==> config.mk <==
export PLATFORM = sky130hd
export DESIGN_NAME = vga_rect_fill
export DESIGN_NICKNAME = d
export VERILOG_FILES = /design/src/rtl/vga_pkg.sv /design/src/rtl/rect_scan_counter.sv /design/src/rtl/vga_rect_fill.sv
export SDC_FILE = /design/constraint.sdc
export NUM_CORES = 1
export LEC_CHECK = 0
export ABC_AREA = 0
export CAP_MARGIN = 5
export CORE_UTILIZATION = 57
export CTS_CLUSTER_DIAMETER = 60
export DETAILED_ROUTE_END_ITERATION = 7
export GPL_ROUTABILITY_DRIVEN = 0
export PLACE_DENSITY = 0.95
export REMOVE_ABC_BUFFERS = 1
export SLEW_MARGIN = 0
export SYNTH_ARGS = -nofsm -noshare
export SYNTH_HDL_FRONTEND = slang
export SYNTH_SLANG_ARGS = --single-unit
export TNS_END_PERCENT = 30
==> constraint.sdc <==
create_clock -name CLK -period 5.54 [get_ports CLK]
set_input_delay 0.831 -clock CLK [delete_from_list [all_inputs] [get_ports CLK]]
set_output_delay 0.831 -clock CLK [all_outputs]
set_load 0.01 [all_outputs]
==> src/rtl/vga_pkg.sv <==
// Shared constants for the rectangle-fill bus master:
// register addresses, screen limits and FSM encoding.
package vga_pkg;

  localparam logic [7:0] VGA_COL_ADDR = 8'hB0;
  localparam logic [7:0] VGA_X_ADDR   = 8'hB1;
  localparam logic [7:0] VGA_Y_ADDR   = 8'hB2;

  localparam logic [7:0] X_MAX = 8'd159;
  localparam logic [6:0] Y_MAX = 7'd119;

  typedef logic [2:0] state_t;

  localparam state_t S_IDLE = 3'd0;
  localparam state_t S_COL  = 3'd1;
  localparam state_t S_ROW  = 3'd2;
  localparam state_t S_PIX  = 3'd3;
  localparam state_t S_FIN  = 3'd4;

endpackage

==> src/rtl/rect_scan_counter.sv <==
// Row/column scan counters over a latched inclusive
// rectangle, with last-column / last-row flags.
module rect_scan_counter (
  input  logic       clk,
  input  logic       rst_n,
  input  logic       load,
  input  logic       step,
  input  logic [7:0] x0,
  input  logic [7:0] x1,
  input  logic [6:0] y0,
  input  logic [6:0] y1,
  output logic [7:0] col,
  output logic [6:0] row,
  output logic       col_last,
  output logic       row_last
);

  logic [7:0] x0_q;
  logic [7:0] x1_q;
  logic [6:0] y1_q;

  assign col_last = (col == x1_q);
  assign row_last = (row == y1_q);

  always_ff @(posedge clk or negedge rst_n) begin
    if (!rst_n) begin
      x0_q <= '0;
      x1_q <= '0;
      y1_q <= '0;
      col  <= '0;
      row  <= '0;
    end else if (load) begin
      x0_q <= x0;
      x1_q <= x1;
      y1_q <= y1;
      col  <= x0;
      row  <= y0;
    end else if (step) begin
      if (col_last) begin
        col <= x0_q;
        if (!row_last)
          row <= row + 7'd1;
      end else begin
        col <= col + 8'd1;
      end
    end
  end

endmodule

==> src/rtl/vga_rect_fill.sv <==
// Bus master that paints a solid rectangle by writing
// colour, Y and X registers of a VGA frame buffer.
module vga_rect_fill #(
  parameter logic [7:0] VGA_COL_ADDR = vga_pkg::VGA_COL_ADDR,
  parameter logic [7:0] VGA_X_ADDR   = vga_pkg::VGA_X_ADDR,
  parameter logic [7:0] VGA_Y_ADDR   = vga_pkg::VGA_Y_ADDR,
  parameter logic [7:0] X_MAX        = vga_pkg::X_MAX,
  parameter logic [6:0] Y_MAX        = vga_pkg::Y_MAX
) (
  input  logic       CLK,
  input  logic       RESET,
  input  logic       START,
  input  logic [7:0] X0,
  input  logic [7:0] X1,
  input  logic [6:0] Y0,
  input  logic [6:0] Y1,
  input  logic [7:0] COLOUR,
  input  logic       COL_EN,
  input  logic       ABORT,
  input  logic       BUS_GNT,
  output logic       BUS_REQ,
  output logic [7:0] BUS_ADDR,
  output logic [7:0] BUS_DATA,
  output logic       BUS_WE,
  output logic       BUSY,
  output logic       DONE,
  output logic       ERR
);

  import vga_pkg::*;

  state_t     state;
  logic [7:0] colour_q;
  logic [7:0] col;
  logic [6:0] row;
  logic       col_last;
  logic       row_last;
  logic       bad;
  logic       active;
  logic       last_wr;
  logic       abort_now;
  logic       load;
  logic       step;

  assign bad = (X0 > X1) || (Y0 > Y1) ||
               (X1 > X_MAX) || (Y1 > Y_MAX);

  assign active = (state == S_COL) ||
                  (state == S_ROW) ||
                  (state == S_PIX);

  // A granted final pixel wins over a simultaneous abort.
  assign last_wr = (state == S_PIX) && BUS_GNT &&
                   col_last && row_last;

  assign abort_now = active && ABORT && !last_wr;
  assign load = (state == S_IDLE) && START && !bad;
  assign step = (state == S_PIX) && BUS_GNT && !abort_now;

  rect_scan_counter u_scan (
    .clk      (CLK),
    .rst_n    (RESET),
    .load     (load),
    .step     (step),
    .x0       (X0),
    .x1       (X1),
    .y0       (Y0),
    .y1       (Y1),
    .col      (col),
    .row      (row),
    .col_last (col_last),
    .row_last (row_last)
  );

  always_ff @(posedge CLK or negedge RESET) begin
    if (!RESET) begin
      state    <= S_IDLE;
      colour_q <= '0;
      BUS_REQ  <= 1'b0;
      BUS_ADDR <= '0;
      BUS_DATA <= '0;
      BUS_WE   <= 1'b0;
      BUSY     <= 1'b0;
      DONE     <= 1'b0;
      ERR      <= 1'b0;
    end else begin
      BUS_WE   <= 1'b0;
      BUS_ADDR <= '0;
      BUS_DATA <= '0;
      DONE     <= 1'b0;
      ERR      <= 1'b0;
      unique case (state)
        S_IDLE: begin
          if (START) begin
            if (bad) begin
              DONE <= 1'b1;
              ERR  <= 1'b1;
            end else begin
              colour_q <= COLOUR;
              BUSY     <= 1'b1;
              BUS_REQ  <= 1'b1;
              state    <= COL_EN ? S_COL : S_ROW;
            end
          end
        end
        S_COL, S_ROW, S_PIX: begin
          if (abort_now) begin
            state   <= S_IDLE;
            BUSY    <= 1'b0;
            BUS_REQ <= 1'b0;
            DONE    <= 1'b1;
            ERR     <= 1'b1;
          end else if (BUS_GNT) begin
            BUS_WE <= 1'b1;
            unique case (1'b1)
              state == S_COL: begin
                BUS_ADDR <= VGA_COL_ADDR;
                BUS_DATA <= colour_q;
                state    <= S_ROW;
              end
              state == S_ROW: begin
                BUS_ADDR <= VGA_Y_ADDR;
                BUS_DATA <= {1'b0, row};
                state    <= S_PIX;
              end
              default: begin
                BUS_ADDR <= VGA_X_ADDR;
                BUS_DATA <= col;
                if (col_last)
                  state <= row_last ? S_FIN : S_ROW;
              end
            endcase
          end
        end
        S_FIN: begin
          state   <= S_IDLE;
          BUSY    <= 1'b0;
          BUS_REQ <= 1'b0;
          DONE    <= 1'b1;
        end
        default: state <= S_IDLE;
      endcase
    end
  end

endmodule

==> results of run 1 <==
worst max-delay path, stage by stage:
cell,delay (ns)
clkdlybuf4s50_1,0.46
inv_1,0.05
ha_1,0.32
a21oi_1,0.15
a21oi_1,0.08
o22ai_1,0.21
nand4_1,0.10
buf_4,0.21
nor2_1,0.67
buf_4,0.36
mux2_2,0.35
final timing paths:
path	start	to	slack [ns]	cells after the start
worst max register to register	state[0]	u_scan.x0_q[6]	2.64	5
worst max-delay path	Y1[2]	u_scan.x0_q[6]	1.94	11
worst min-delay path	colour_q[5]	colour_q[5]	0.52	1
min in group asynchronous	RESET	BUS_ADDR[0]	0.64	2
max in group asynchronous	RESET	u_scan.x0_q[2]	4.37	2
worst min register to register	colour_q[5]	colour_q[5]	0.52	1
cells by family (layout without fill, tap and decap cells):
group,count (synthesis),count (layout),synth area share [%]
compound gates,92,92,15.4
xor+xnor,25,25,6.26
fa+ha+maj,17,17,5.88
buf+inv,41,101,5.36
flops,63,63,43.6
mux,30,30,9.99
other cells,1,3,0.104
simple gates,91,91,13.5
routing by layer:
metal	part of all wire [%]	wire length (um)	vias up
met5	0	0	-
met4	2.7	241	0
met3	7.7	692	32
met2	49	4410	181
met1	41	3690	1463
li1	-	-	1394
synth_stat cells (all sizes together) (2+ instances only):
master	number
and3	6
a21oi	19
ha	17
o22ai	2
a21o	2
mux2	28
nand3	19
a21boi	2
and4	2
nor2	8
mux2i	2
a31oi	2
xor2	18
nand2	24
nor4	3
inv	19
dfrtp	63
nor2b	4
a221o	3
nor3	3
buf	12
or2	3
nand2b	2
nand3b	2
nand4	8
o21ai	43
clkbuf	9
a22oi	8
and2	5
xnor2	7
a211oi	2
metrics by stage:
stage               total power [W]  instances
detailed placement          0.00160        481
floorplan                   0.00132        341
finish                      0.00209        497
global placement            0.00154        481
CTS                         0.00207        497
global route                0.00220        497
cell type report:
cell class / instances / area, um^2
Timing Repair Buffer: 65 / 636
Clock buffer: 13 / 159
Inverter: 20 / 76.3
Tap cell: 75 / 93.8
Fill cell: 420 / 1560
Sequential cell: 63 / 1580
Multi-Input combinational cell: 258 / 1860
Clock inverter: 3 / 65.1
power groups by stage:
stage               logic (W)  registers, W  clock network, W
finish               0.000759      0.000873          0.000454
global route         0.000829      0.000893          0.000479
CTS                  0.000755      0.000864          0.000456
detailed placement   0.000734      0.000867                 0
global placement     0.000689      0.000851                 0
floorplan            0.000506      0.000809                 0
flip-flops by register name (all words and copies together), names as in the netlist, 2 cells and up:
name / cells
u_scan.x0_q: 8
colour_q: 8
state: 3
BUS_ADDR: 2
u_scan.x1_q: 8
BUS_DATA: 8
u_scan.row: 7
u_scan.col: 8
u_scan.y1_q: 7
==> impl_metrics.ini, run 1 <==
[status]
outcome = complete, no violations

[timing]
grt_setup_unrepaired = no
holdWs_ns = 0.523
period_minus_slack_ns = 3.60
fin_crit_sh_pct = 64.9
timing.final.ws_setup_ns = 1.94
slew_violations = 0
fmax_mhz = 278
finClkSkew_ns = 0.00969
maxSlewHeadroom_pct = 42.8
finalSetupViolCount = 0
tns_ns = 0
timing.final.hold_violations = 0
worst_pin_slew_ns = 0.855

[final_layout]
fin_area_um2 = 4460
insertedDiodeCount = 0
syn_to_final_growth_pct = 23.3
final_cell_mix = dfrtp_1 (63), clkdlybuf4s50_1 (60), o21ai_0 (41)
final_core_utilization_pct = 74.1
layout.nets = 478
layout_commonest_cell = dfrtp_1
drive_above_1_share_pct = 13.3

[yosys]
synthTopCellsByArea = dfrtp_1 (44%), ha_1 (5.9%), o21ai_0 (5.7%), mux2_2 (5.6%), xor2_1 (4.1%)
async_reset_ff_share_pct = 100
yosysTopAreaCell = dfrtp_1
avgSynthCellArea_um2 = 10.1
synthCells = 360
ys_types = 55
ys_seq_area_share_pct = 43.6
ys_ff_latch = 63
yosysWarningCount = 0
ys.flop_type = dfrtp_1
synth_area_um2 = 3620
synth_edf_count = 0
synth_top_area_share_pct = 43.6

[placed_design]
post-place-ws_ns = 1.66
place_area_um2 = 4240
dp_hpwl_um = 6330
port_buffers = 61

[clock_network]
ctsHoldBuffers = 0
numCtsBuffers = 9
post_cts_resized = 0
clockBufferDepth = 2
clkTransAtPathRegs_ns = 0.07
post-cts-setup-buffers = 0
h-tree-depth = 3
cts_tree = done
root_buffer = clkbuf_8
cts.sinks = 63
clkLatencyLatePin_ns = 0.35

[floorplanning]
die_x_um = 81.7
rows = 28
dieHeight_um = 81.7
coreArea_um2 = 6030
die-area_um2 = 6670
top_level_ports = 65
initial_utilization_pct = 60.1

[pwr]
combinationalPowerShare_pct = 36.4
power_density_nw_per_um2 = 468
intPower_w = 0.00131
sw_frac_of_total_pct = 37.1
power_frac_clock_pct = 21.7
p_sw_w = 0.000775
p_leak_nw = 1.97
ir_drop_mv = 0.258
seqPwrFrac_pct = 41.9

[min_path]
hp-class = reg2reg

[setup_path]
worst_setup_path_start_kind = primary input
crit_type = in2reg
path_max_fanout = 19
arrival_ns = 3.82
cp_data_required_time_ns = 5.77
worst_setup_path_end_kind = flip-flop

[global_routing]
use_met3_pct = 7.67
met2_usage_pct = 50.2
top_usage_layer = met2
overflow = 0
grtUsageMet1_pct = 36.4
grt_pass1_wl_um = 14500
antenna_found_initial = 0
grtUsageTotal_pct = 29.9
grt_max_degree = 64
grt_pass1_vias = 3039

[drt]
dr.first_iter.drc_count = 391
drt_first_pass_iters = 5
wl_per_cell_um = 18.2
vias_per_cell = 6.18
drc_errors = 0
ant_nets = 0
vias = 3070
totalWireLength_um = 9040

[run]
max_cap_viol_count = 0
Note: power is estimated with default switching activity, not from simulation.
==> inputs of run 2 (changes only) <==
--- a/config.mk
+++ b/config.mk
@@ -7,11 +7,11 @@
 export LEC_CHECK = 0
 export ABC_AREA = 0
 export CAP_MARGIN = 5
-export CORE_UTILIZATION = 57
+export CORE_UTILIZATION = 48
 export CTS_CLUSTER_DIAMETER = 60
 export DETAILED_ROUTE_END_ITERATION = 7
 export GPL_ROUTABILITY_DRIVEN = 0
-export PLACE_DENSITY = 0.95
+export PLACE_DENSITY = 0.86
 export REMOVE_ABC_BUFFERS = 1
 export SLEW_MARGIN = 0
 export SYNTH_ARGS = -nofsm -noshare
==> constraint.sdc (replaced) <==
create_clock -name CLK -period 3 [get_ports CLK]
set_input_delay 0.45 -clock CLK [delete_from_list [all_inputs] [get_ports CLK]]
set_output_delay 0.45 -clock CLK [all_outputs]
set_load 0.01 [all_outputs]
==> impl_metrics.ini, run 2 (synthesis results as in run 1) <==
[global_routing]
grtUsageTotal_pct = 23.9
antenna_found_initial = 0
grt_pass1_vias = 2963
grt_max_degree = 64
overflow = 0
grt_pass1_wl_um = 14000

[final_layout]
insertedDiodeCount = 0
syn_to_final_growth_pct = 25.1
fillCellCount = 592
final_cells = 526
layout.nets = 483
fin_area_um2 = 4530
final_cell_mix = dfrtp_1 (63), clkdlybuf4s50_1 (60), o21ai_0 (41)
layout_commonest_cell = dfrtp_1
drive_above_1_share_pct = 14.5

[drt]
vias_per_cell = 5.70
wl_per_cell_um = 16.5
totalWireLength_um = 8690
drt_first_pass_iters = 4
drc_errors = 0
dr.first_iter.drc_count = 246
ant_nets = 0
vias = 2997

[setup_path]
arrival_ns = 2.66
path_max_fanout = 24
cp_cell_sequence = clkdlybuf4s50_1 > inv_1 > ha_1 > a21oi_1 > o21ai_0 > o22ai_1 > nand4_1 > nor2_1 > buf_12 > mux2_2
crit_buf_inv = 3
crit_type = in2reg
worst_setup_path_end_kind = flip-flop
cp_data_required_time_ns = 3.23
worst_path_max_delay_cell = clkdlybuf4s50_1
cpPeakStageDelay_ns = 0.45
worst_setup_path_start_kind = primary input
crit_family = buffers and inverters

[clock_network]
clkTransAtPathRegs_ns = 0.07
post-cts-setup-buffers = 0
cts_tree = done
cts.sinks = 63
root_buffer = clkbuf_8
clockBufferDepth = 2
numCtsBuffers = 9
ctsHoldBuffers = 0
post_cts_resized = 0
clkLatencyLatePin_ns = 0.35
h-tree-depth = 3

[placed_design]
dp_cells = 510
port_buffers = 61
place_area_um2 = 4320
dp_hpwl_um = 6200

[pwr]
seqPwrFrac_pct = 42.5
power_density_nw_per_um2 = 826
sw_frac_of_total_pct = 36.5
p_sw_w = 0.00137
combinationalPowerShare_pct = 36.9
p_total_w = 0.00374
intPower_w = 0.00237
p_leak_nw = 1.99
power_frac_clock_pct = 20.5
ir_drop_mv = 0.273

[floorplanning]
coreArea_um2 = 7250
die_x_um = 88.8
top_level_ports = 65
initial_utilization_pct = 49.9
rows = 31
die-area_um2 = 7890
dieHeight_um = 88.8

[timing]
finClkSkew_ns = 0.0103
grt_setup_unrepaired = no
timing.final.hold_violations = 0
tns_ns = 0
period_minus_slack_ns = 2.44
slew_violations = 0
worst_pin_slew_ns = 0.797
finalSetupViolCount = 0
fin_crit_sh_pct = 81.2
maxSlewHeadroom_pct = 46.9
fmax_mhz = 411
holdWs_ns = 0.260

[status]
outcome = complete, no violations

[run]
max_cap_viol_count = 0

[min_path]
hp-class = in2async
==> run 2: changes by cell type in the layout (fill, tap and decap cells not counted), sizes merged <==
cell	change
buf	+5
clkinv	+1
bufinv	-1
==> run 2: final timing paths <==
path | startpoint | to | slack (ns) | cells past startpoint
max reg2reg | u_scan.col[2] | u_scan.col[1] | 0.57 | 6
max in group asynchronous | RESET | u_scan.x1_q[1] | 2.21 | 2
min | RESET | u_scan.col[6] | 0.26 | 2
max | Y1[6] | colour_q[0] | 0.56 | 10
min reg2reg | colour_q[6] | colour_q[6] | 0.50 | 1
min in group CLK | colour_q[6] | colour_q[6] | 0.50 | 1
==> run 2: metrics by stage <==
stage | setup WS [ns] | utilization, %
after global routing | 0.389 | 62.4
after detailed placement | 0.182 | 59.5
final | 0.565 | 62.4
after floorplan | -0.0620 | -
after global placement | 0.257 | 59.5
after CTS | 0.533 | 62.4
==> run 2: final cells by class <==
cell class / instances / area (um^2) / share of cell area (%)
Sequential cell: 63 / 1580 / 34.8
Inverter: 20 / 76.3 / 1.69
Multi-Input combinational cell: 258 / 1860 / 41.0
Clock inverter: 3 / 40.0 / 0.884
Tap cell: 99 / 124 / 2.74
Timing Repair Buffer: 70 / 686 / 15.1
Clock buffer: 13 / 169 / 3.73
==> run 2: routing by layer <==
| metal | GRT usage (%) | up-vias | routed length, um |
|---|---|---|---|
| met5 | 0 | - | 0 |
| met4 | 11.7 | 0 | 192 |
| met3 | 3.82 | 18 | 608 |
| met2 | 38.7 | 136 | 4230 |
| met1 | 31.1 | 1437 | 3660 |
| li1 | - | 1406 | - |
==> run 2: power groups by stage <==
stage,combinational [W],sequential (W),clock (W)
after floorplan,0.000935,0.00149,0
after global placement,0.00130,0.00157,0
after detailed placement,0.00136,0.00159,0
after CTS,0.00138,0.00158,0.000776
after global routing,0.00152,0.00164,0.000809
final,0.00138,0.00159,0.000769
==> inputs of run 3 (changes only) <==
==> constraint.sdc (replaced) <==
create_clock -name CLK -period 2.1 [get_ports CLK]
set_input_delay 0.315 -clock CLK [delete_from_list [all_inputs] [get_ports CLK]]
set_output_delay 0.315 -clock CLK [all_outputs]
set_load 0.01 [all_outputs]
==> impl_metrics.ini, run 3 (synthesis results as in run 1) <==
[setup_path]
arrival_ns = 2.45
cp_data_required_time_ns = 2.34
startpoint = u_scan.row[5]
crit_type = reg2reg
worst_setup_path_end_kind = flip-flop
r2r_start = u_scan.row[5]
worst_setup_path_start_kind = flip-flop
path_max_fanout = 6

[drt]
dr.first_iter.drc_count = 288
wl_per_cell_um = 19.7
drt_first_pass_iters = 5
wl_met3_um = 905
totalWireLength_um = 11800
highest_layer = met4
wl_met1_um = 4520
drc_errors = 0
vias = 3508
vias_per_cell = 5.87
wl_met2_um = 5850
ant_nets = 0

[floorplanning]
die_x_um = 88.8
coreArea_um2 = 7250
die-area_um2 = 7890
initial_utilization_pct = 49.9
rows = 31
dieHeight_um = 88.8
top_level_ports = 65

[final_layout]
final_cell_mix = buf_4 (72), dfrtp_1 (63), o21ai_0 (34)
fillCellCount = 493
insertedDiodeCount = 0
drive_above_1_share_pct = 36.1
syn_to_final_growth_pct = 48.8
layout.nets = 555
multi_input_area_um2 = 2170
layout_commonest_cell = buf_4
seq_area_um2 = 1580

[clock_network]
root_buffer = clkbuf_8
h-tree-depth = 3
numCtsBuffers = 9
clkTransAtPathRegs_ns = 0.07
cts.sinks = 63
cts_tree = done
clkLatencyLatePin_ns = 0.36
clockBufferDepth = 2

[timing]
period_minus_slack_ns = 2.21
worst_pin_slew_ns = 0.608
finClkSkew_ns = 0.00803
timing.final.ws_setup_ns = -0.114
slew_violations = 0
holdWs_ns = 0.272
maxSlewHeadroom_pct = 59.3
timing.final.hold_violations = 0
grt_setup_unrepaired = yes
finalSetupViolCount = 5
fmax_mhz = 452
fin_crit_sh_pct = 105

[run]
max_cap_viol_count = 0

[global_routing]
grt_pass1_vias = 3499
grt_pass1_wl_um = 17500
antenna_found_initial = 0
overflow = 0
grt_max_degree = 64
grtUsageTotal_pct = 30.4

[pwr]
power_density_nw_per_um2 = 1140
ir_drop_mv = 0.473
p_total_w = 0.00613
p_leak_nw = 2.52

[placed_design]
dp_hpwl_um = 7160
post-place-ws_ns = -0.588
port_buffers = 61

[min_path]
hp-class = in2reg
min_from = X1[0]

[status]
outcome = finished, violations left
violations = negative setup slack
==> run 3: cell type report <==
| class | instances | share of cell area, % |
|---|---|---|
| inverter | 20 | 1.49 |
| sequential | 63 | 29.3 |
| clock inverter | 4 | 0.372 |
| timing repair buffer | 141 | 23.3 |
| tap | 99 | 2.30 |
| clock buffer | 12 | 2.88 |
| multi-input combinational | 259 | 40.4 |
==> run 3: timing repair <==
action,in CTS,in global routing
buffers inserted,9,2
hold endpoints to repair,63,0
gates resized for setup,78,37
pin swaps,20,21
setup endpoints to repair,40,59
hold buffers,1,0
gates cloned,2,1
==> run 3: stage by stage <==
step | setup TNS, ns | util, % | cells | cell area (um^2)
global placement | -20.21 | 65.8 | 569 | 4770
floorplan | -18.29 | - | 341 | 3510
finish | -0.409 | 74.3 | 598 | 5390
CTS | -0.130 | 73.2 | 597 | 5310
global route | -0.808 | 74.3 | 598 | 5390
detailed placement | -22.66 | 65.8 | 569 | 4770
==> run 3: path summary, 6_finish.rpt <==
check / depth (start not counted) / to / slack (ns)
max: 8 / u_scan.col[6] / -0.11
min: 2 / u_scan.x1_q[0] / 0.27
max reg2reg: 8 / u_scan.col[6] / -0.11
min reg2reg: 1 / u_scan.x0_q[1] / 0.52
max in group asynchronous: 3 / u_scan.x0_q[4] / 1.34
min in group asynchronous: 3 / u_scan.col[2] / 0.50
==> run 3: power by group <==
group / leakage [nW] / internal, W / switching, W
Combinational: 1.63 / 0.00153 / 0.00150
Clock: 0.0959 / 0.000485 / 0.000495
Sequential: 0.791 / 0.00172 / 0.000400
Total: 2.52 / 0.00374 / 0.00239
==> run 3: worst max-delay path, stage by stage, from the launching register on <==
cell	delay, ns
dfrtp_1	0.40
xor2_1	0.18
nor4_2	0.36
buf_4	0.18
and4_4	0.23
o21ai_4	0.07
clkinv_4	0.10
mux2_4	0.31
mux2_4	0.26
==> run 3: layer usage <==
| layer | global-route usage [%] | vias to the layer above |
|---|---|---|
| met2 | 51.0 | 221 |
| li1 | - | 1553 |
| met5 | 0 | - |
| met3 | 5.41 | 54 |
| met4 | 17.6 | 0 |
| met1 | 36.8 | 1680 |
